$ cat config.mk
export PLATFORM = sky130hd
export DESIGN_NAME = mpy_sched
export DESIGN_NICKNAME = d
export VERILOG_FILES = /design/src/rtl/mpy_sched_pkg.sv /design/src/rtl/mpy_rr_arb.sv /design/src/rtl/mpy_sched.sv
export SDC_FILE = /design/constraint.sdc
export NUM_CORES = 1
export LEC_CHECK = 0
export CAP_MARGIN = 10
export CORE_AREA = 2 2 182 184
export CTS_CLUSTER_SIZE = 20
export DETAILED_ROUTE_END_ITERATION = 10
export DIE_AREA = 0 0 184 186
export PLACE_DENSITY = 0.61
export SLEW_MARGIN = 15
export SYNTH_ARGS = -nofsm -noshare
export SYNTH_HDL_FRONTEND = slang
export SYNTH_HIERARCHICAL = 1
export SYNTH_SLANG_ARGS = --single-unit
export TNS_END_PERCENT = 1
$ cat constraint.sdc
create_clock -name CLK -period 5.54 [get_ports CLK]
set_input_delay 1.385 -clock CLK [delete_from_list [all_inputs] [get_ports CLK]]
set_output_delay 1.385 -clock CLK [all_outputs]
set_load 0.005 [all_outputs]
$ cat src/rtl/mpy_sched_pkg.sv
// rtl/mpy_sched_pkg.sv - shared widths, default timeout and FSM state type for mpy_sched
package mpy_sched_pkg;

    localparam int OP_W            = 32;
    localparam int PROD_W          = 64;
    localparam int DEF_TIMEOUT_CYC = 40;

    typedef enum logic [1:0] {
        IDLE  = 2'd0,
        ISSUE = 2'd1,
        WAIT  = 2'd2,
        RESP  = 2'd3
    } state_t;

endpackage

$ cat src/rtl/mpy_rr_arb.sv
// rtl/mpy_rr_arb.sv - round-robin pick: first active request at or above ptr, with wrap
module mpy_rr_arb #(
    parameter int N   = 4,
    parameter int IDW = (N > 1) ? $clog2(N) : 1
) (
    input  logic [N-1:0]   req,
    input  logic [IDW-1:0] ptr,
    output logic [N-1:0]   grant,
    output logic [IDW-1:0] grant_id,
    output logic           any
);

    localparam int SW = IDW + 1;

    logic [2*N-1:0] dbl;
    logic [N-1:0]   rot;
    logic [SW-1:0]  sum;

    // rot[k] is the request k places above ptr, so the lowest set bit wins
    always_comb begin
        dbl      = {req, req} >> ptr;
        rot      = dbl[N-1:0];
        sum      = '0;
        any      = 1'b0;
        grant_id = '0;
        grant    = '0;
        for (int k = 0; k < N; k++) begin
            if (!any && rot[k]) begin
                any = 1'b1;
                sum = {1'b0, ptr} + SW'(k);
            end
        end
        if (sum >= SW'(N)) begin
            sum = sum - SW'(N);
        end
        grant_id = sum[IDW-1:0];
        for (int i = 0; i < N; i++) begin
            grant[i] = any && (grant_id == IDW'(i));
        end
    end

endmodule

$ cat src/rtl/mpy_sched.sv
// rtl/mpy_sched.sv - shares one 32x32 multiplier among NUM_REQ requesters; optional WAIT timeout under MPY_SCHED_TIMEOUT_EN
module mpy_sched
    import mpy_sched_pkg::*;
#(
    parameter int NUM_REQ     = 4,
    parameter int TIMEOUT_CYC = DEF_TIMEOUT_CYC
) (
    input  logic                    CLK,
    input  logic                    reset,
    input  logic [NUM_REQ-1:0]      req_valid,
    output logic [NUM_REQ-1:0]      req_ready,
    input  logic [NUM_REQ*OP_W-1:0] req_a,
    input  logic [NUM_REQ*OP_W-1:0] req_b,
    output logic [NUM_REQ-1:0]      resp_valid,
    input  logic [NUM_REQ-1:0]      resp_ready,
    output logic [PROD_W-1:0]       resp_data,
    output logic                    resp_err,
    output logic                    mpy_start,
    output logic [OP_W-1:0]         mpy_a,
    output logic [OP_W-1:0]         mpy_b,
    input  logic [PROD_W-1:0]       mpy_out,
    input  logic                    mpy_valid
);

    localparam int IDW = (NUM_REQ > 1) ? $clog2(NUM_REQ) : 1;

    state_t               state, state_nxt;
    logic [IDW-1:0]       rr_ptr, id;
    logic [NUM_REQ-1:0]   grant, id_onehot;
    logic [IDW-1:0]       grant_id;
    logic                 any;
    logic [OP_W-1:0]      sel_a, sel_b;
    logic                 first_wait, capture, timeout, resp_hs;

    mpy_rr_arb #(.N(NUM_REQ), .IDW(IDW)) u_arb (
        .req      (req_valid),
        .ptr      (rr_ptr),
        .grant    (grant),
        .grant_id (grant_id),
        .any      (any)
    );

    always_comb begin
        sel_a     = '0;
        sel_b     = '0;
        id_onehot = '0;
        for (int i = 0; i < NUM_REQ; i++) begin
            if (grant[i]) begin
                sel_a = req_a[i*OP_W +: OP_W];
                sel_b = req_b[i*OP_W +: OP_W];
            end
            id_onehot[i] = (id == IDW'(i));
        end
    end

    // The first WAIT cycle may still see the previous operation's out_valid
    assign capture = (state == WAIT) && mpy_valid && !first_wait;
    assign resp_hs = (state == RESP) && |(resp_ready & id_onehot);

`ifdef MPY_SCHED_TIMEOUT_EN
    localparam int CW = $clog2(TIMEOUT_CYC + 1);

    logic [CW-1:0] wait_cnt;
    logic          err_q;

    always_ff @(posedge CLK or posedge reset) begin
        if (reset) begin
            wait_cnt <= '0;
        end else if (state == WAIT) begin
            wait_cnt <= wait_cnt + 1'b1;
        end else begin
            wait_cnt <= '0;
        end
    end

    assign first_wait = (wait_cnt == '0);
    assign timeout    = (state == WAIT) && (wait_cnt == CW'(TIMEOUT_CYC - 1)) && !capture;

    always_ff @(posedge CLK or posedge reset) begin
        if (reset) begin
            err_q <= 1'b0;
        end else if (capture) begin
            err_q <= 1'b0;
        end else if (timeout) begin
            err_q <= 1'b1;
        end
    end

    assign resp_err = err_q;
`else
    logic wait_seen;

    always_ff @(posedge CLK or posedge reset) begin
        if (reset) begin
            wait_seen <= 1'b0;
        end else begin
            wait_seen <= (state == WAIT);
        end
    end

    assign first_wait = !wait_seen;
    assign timeout    = 1'b0;
    assign resp_err   = 1'b0;
`endif

    always_ff @(posedge CLK or posedge reset) begin
        if (reset) begin
            state <= IDLE;
        end else begin
            state <= state_nxt;
        end
    end

    always_comb begin
        state_nxt  = state;
        req_ready  = '0;
        mpy_start  = 1'b0;
        resp_valid = '0;
        case (state)
            IDLE: begin
                if (!reset) begin
                    req_ready = grant;
                end
                if (any) begin
                    state_nxt = ISSUE;
                end
            end
            ISSUE: begin
                mpy_start = 1'b1;
                state_nxt = WAIT;
            end
            WAIT: begin
                if (capture || timeout) begin
                    state_nxt = RESP;
                end
            end
            RESP: begin
                resp_valid = id_onehot;
                if (resp_hs) begin
                    state_nxt = IDLE;
                end
            end
            default: state_nxt = IDLE;
        endcase
    end

    always_ff @(posedge CLK or posedge reset) begin
        if (reset) begin
            rr_ptr    <= '0;
            id        <= '0;
            mpy_a     <= '0;
            mpy_b     <= '0;
            resp_data <= '0;
        end else begin
            if ((state == IDLE) && any) begin
                id    <= grant_id;
                mpy_a <= sel_a;
                mpy_b <= sel_b;
            end
            if (capture) begin
                resp_data <= mpy_out;
            end else if (timeout) begin
                resp_data <= '0;
            end
            if (resp_hs) begin
                rr_ptr <= (id == IDW'(NUM_REQ - 1)) ? '0 : id + 1'b1;
            end
        end
    end

endmodule
==> insert_results.sql <==
INSERT INTO impl_metrics (metric_group, metric, value, unit) VALUES
('status', 'run_status', 'complete, no violations', ''),
('placed_design', 'globalplace.congestion', '0.8884', ''),
('clock_network', 'cts_tree', 'done', ''),
('die', 'design.die.area', '34220', 'um2'),
('placed_design', 'post-dp-hpwl', '23.28', 'mm'),
('synth', 'synth_cells', '794', ''),
('placed_design', 'placement.io_buffers', '467', ''),
('placed_design', 'placed_instance_area', '12490', 'um2'),
('drt', 'route.layer.met1.wl', '12.88', 'mm'),
('synth', 'syn-num-nets', '1134', ''),
('die', 'die_w', '184', 'um'),
('global_routing', 'largest_net_degree_at_the_start_of_global_routing', '99', ''),
('clock_network', 'total_setup_buffers_inserted_after_cts', '0', ''),
('global_routing', 'first_global_vias', '7436', ''),
('drt', 'postRouteAntennaNets', '0', ''),
('sta', 'number_of_max_slew_violations_in_the_final_report', '0', ''),
('min_path', 'min_path_type', 'reg2reg', ''),
('setup_path', 'cp_data_required_time', '4.16', 'ns'),
('drt', 'route.detailed.vias_per_inst', '4.751', ''),
('layout', 'seqCellArea', '3378', 'um2'),
('setup_path', 'worstPathMaxFanout', '9', ''),
('sta', 'clock_skew', '0.01297', 'ns'),
('layout', 'multi_input_comb_area', '3550', 'um2'),
('setup_path', 'timing.critical_path.to_type', 'output port', ''),
('die', 'floorplan.initialDensity', '0.2338', ''),
('drt', 'totalWireLength', '31.52', 'mm'),
('synth', 'synth_area_per_cell', '9.485', 'um2'),
('drt', 'detailedRoute.firstIterationViolations', '364', ''),
('layout', 'final_net_count', '1555', ''),
('setup_path', 'start_kind', 'input pin', ''),
('synth', 'synth_seq_cells', '135', ''),
('clock_network', 'clock_sink_count', '135', ''),
('power_and_ir_drop', 'worst_ir_drop_vdd', '0.1964', 'mV'),
('drt', 'drc', '0', ''),
('sta', 'timing.max_slew.rel_slack', '0.3896', ''),
('layout', 'n_fill_cell', '3211', ''),
('setup_path', 'crit_arrival', '3.24', 'ns'),
('die', 'die_h', '186', 'um'),
('synth', 'cell_type_with_the_highest_aggregate_area_in_the_netlist', 'dfrtp_1', ''),
('synth', 'synth_largest_type_area_fraction', '0.4486', ''),
('die', 'row_cnt', '66', ''),
('power_and_ir_drop', 'power-per-cell-area', '461.2', 'nW/um2'),
('layout', 'layout-drive-gt1-share', '0.09380', ''),
('sta', 'unrepaired_setup_endpoints_after_global_routing', 'no', ''),
('layout', 'antenna-diode-count', '0', ''),
('drt', 'vias', '7763', ''),
('synth', 'synth.cell_area', '7531', 'um2'),
('drt', 'top_layer_used', 'met4', ''),
('drt', 'routedWlPerCell', '19.29', 'um'),
('clock_network', 'cts-resized-gates', '0', ''),
('synth', 'synth_top_cells_by_area', 'dfrtp_1 45%, mux2_2 9.9%, a221o_1 8.5%', ''),
('global_routing', 'grt_pass1_wl', '44.50', 'mm'),
('layout', 'post_layout_inst_area', '13030', 'um2'),
('clock_network', 'clk_root_buffer_cell', 'clkbuf_16', ''),
('sta', 'final_period_demand_of_the_worst_path', '4.621', 'ns'),
('clock_network', 'cts-buffers-inserted', '17', ''),
('clock_network', 'h-tree-depth', '4', ''),
('synth', 'synth_edf_count', '0', ''),
('clock_network', 'clk_path_buf_depth', '2', ''),
('sta', 'fmax', '0.2164', 'GHz'),
('clock_network', 'cts.hold.buffers_added', '0', ''),
('clock_network', 'worst_skew_pair.late_latency', '0.42', 'ns'),
('drt', 'routed-wl-met3', '2.318', 'mm'),
('clock_network', 'clk_pin_slew', '0.06', 'ns'),
('synth', 'synth-async-reset-ratio', '1.000', ''),
('drt', 'dr_wl_met2', '15.71', 'mm'),
('sta', 'setup_violations', '0', ''),
('synth', 'yosysWarnings', '6', ''),
('global_routing', 'antenna_found_initial', '0', ''),
('sta', 'hold_viol_final', '0', ''),
('sta', 'final.period_utilization', '0.8342', '');
layer usage:
layer / vias up / global-route usage
met2: 325 / 0.3038
met3: 38 / 0.04696
li1: 3661 / -
met4: 0 / 0.05408
met1: 3739 / 0.2080
met5: - / 0
where the power goes:
group | switching [mW] | total, mW | internal (mW)
combinational | 1.35 | 3.15 | 1.79
clock | 0.473 | 1.08 | 0.610
sequential | 0.285 | 1.78 | 1.49
total | 2.11 | 6.01 | 3.90
cells by family after synthesis:
logic type | share of synthesized area
other | 0.0004979
and+or+nand+nor | 0.1452
AOI/OAI and AO/OA | 0.2029
adders and majority gates | 0.01495
DFF | 0.4486
muxes | 0.1028
buffers and inverters | 0.08506
area by class of cell:
type | instances | share of cell area
timing repair buffer | 477 | 0.3665
multi-input combinational | 511 | 0.2725
sequential | 135 | 0.2593
tap | 408 | 0.03919
clock buffer | 17 | 0.03265
inverter | 73 | 0.02142
clock inverter | 13 | 0.008452
critical path: stages:
cell	delay [ns]
clkdlybuf4s50_1	0.55
nor2_1	0.20
o21ai_0	0.16
a21boi_4	0.20
and2_1	0.22
clkdlybuf4s50_1	0.52
stage by stage:
step / cells / setup WS, ns / hold slack [ns] / utilization
floorplan: 794 / 0.5439 / 0.5042 / -
global placement: 1604 / 0.9471 / 0.4852 / 0.3879
detailed placement: 1604 / 0.9619 / 0.4919 / 0.3879
CTS: 1634 / 0.9691 / 0.5055 / 0.4045
global route: 1634 / 0.8245 / 0.5129 / 0.4045
finish: 1634 / 0.9187 / 0.5027 / 0.4045
flip-flops by register name, indices dropped and copies added (netlist names):
signal	cells
state	2
id	2
wait_seen	1
rr_ptr	2
mpy_b	32
resp_data	64
mpy_a	32
path summary, 6_finish.rpt:
kind	slack, ns	from	endpoint	cells after the start
worst min register to register	0.50	resp_data[37]	resp_data[37]	1
min in group asynchronous	1.55	reset	resp_data[52]	2
max in group asynchronous	3.19	reset	mpy_a[10]	3
worst min-delay path	0.50	resp_data[37]	resp_data[37]	1
worst max register to register	2.36	rr_ptr[1]	mpy_b[19]	8
worst max-delay path	0.92	req_valid[0]	req_ready[2]	6
synth_stat cells (2+ instances only):
library cell,instances
dfrtp_1,135
inv_1,73
nor2_1,71
a21oi_1,69
nand2_1,67
mux2_2,66
a221o_1,64
a31oi_1,64
nand3b_1,64
buf_2,34
clkbuf_1,31
and2_1,10
ha_1,9
o21ai_0,6
buf_4,5
a22o_1,3
buf_6,3
mux2i_1,2
nand2b_1,2
o221a_2,2
Power figures use the tool's default switching activity.
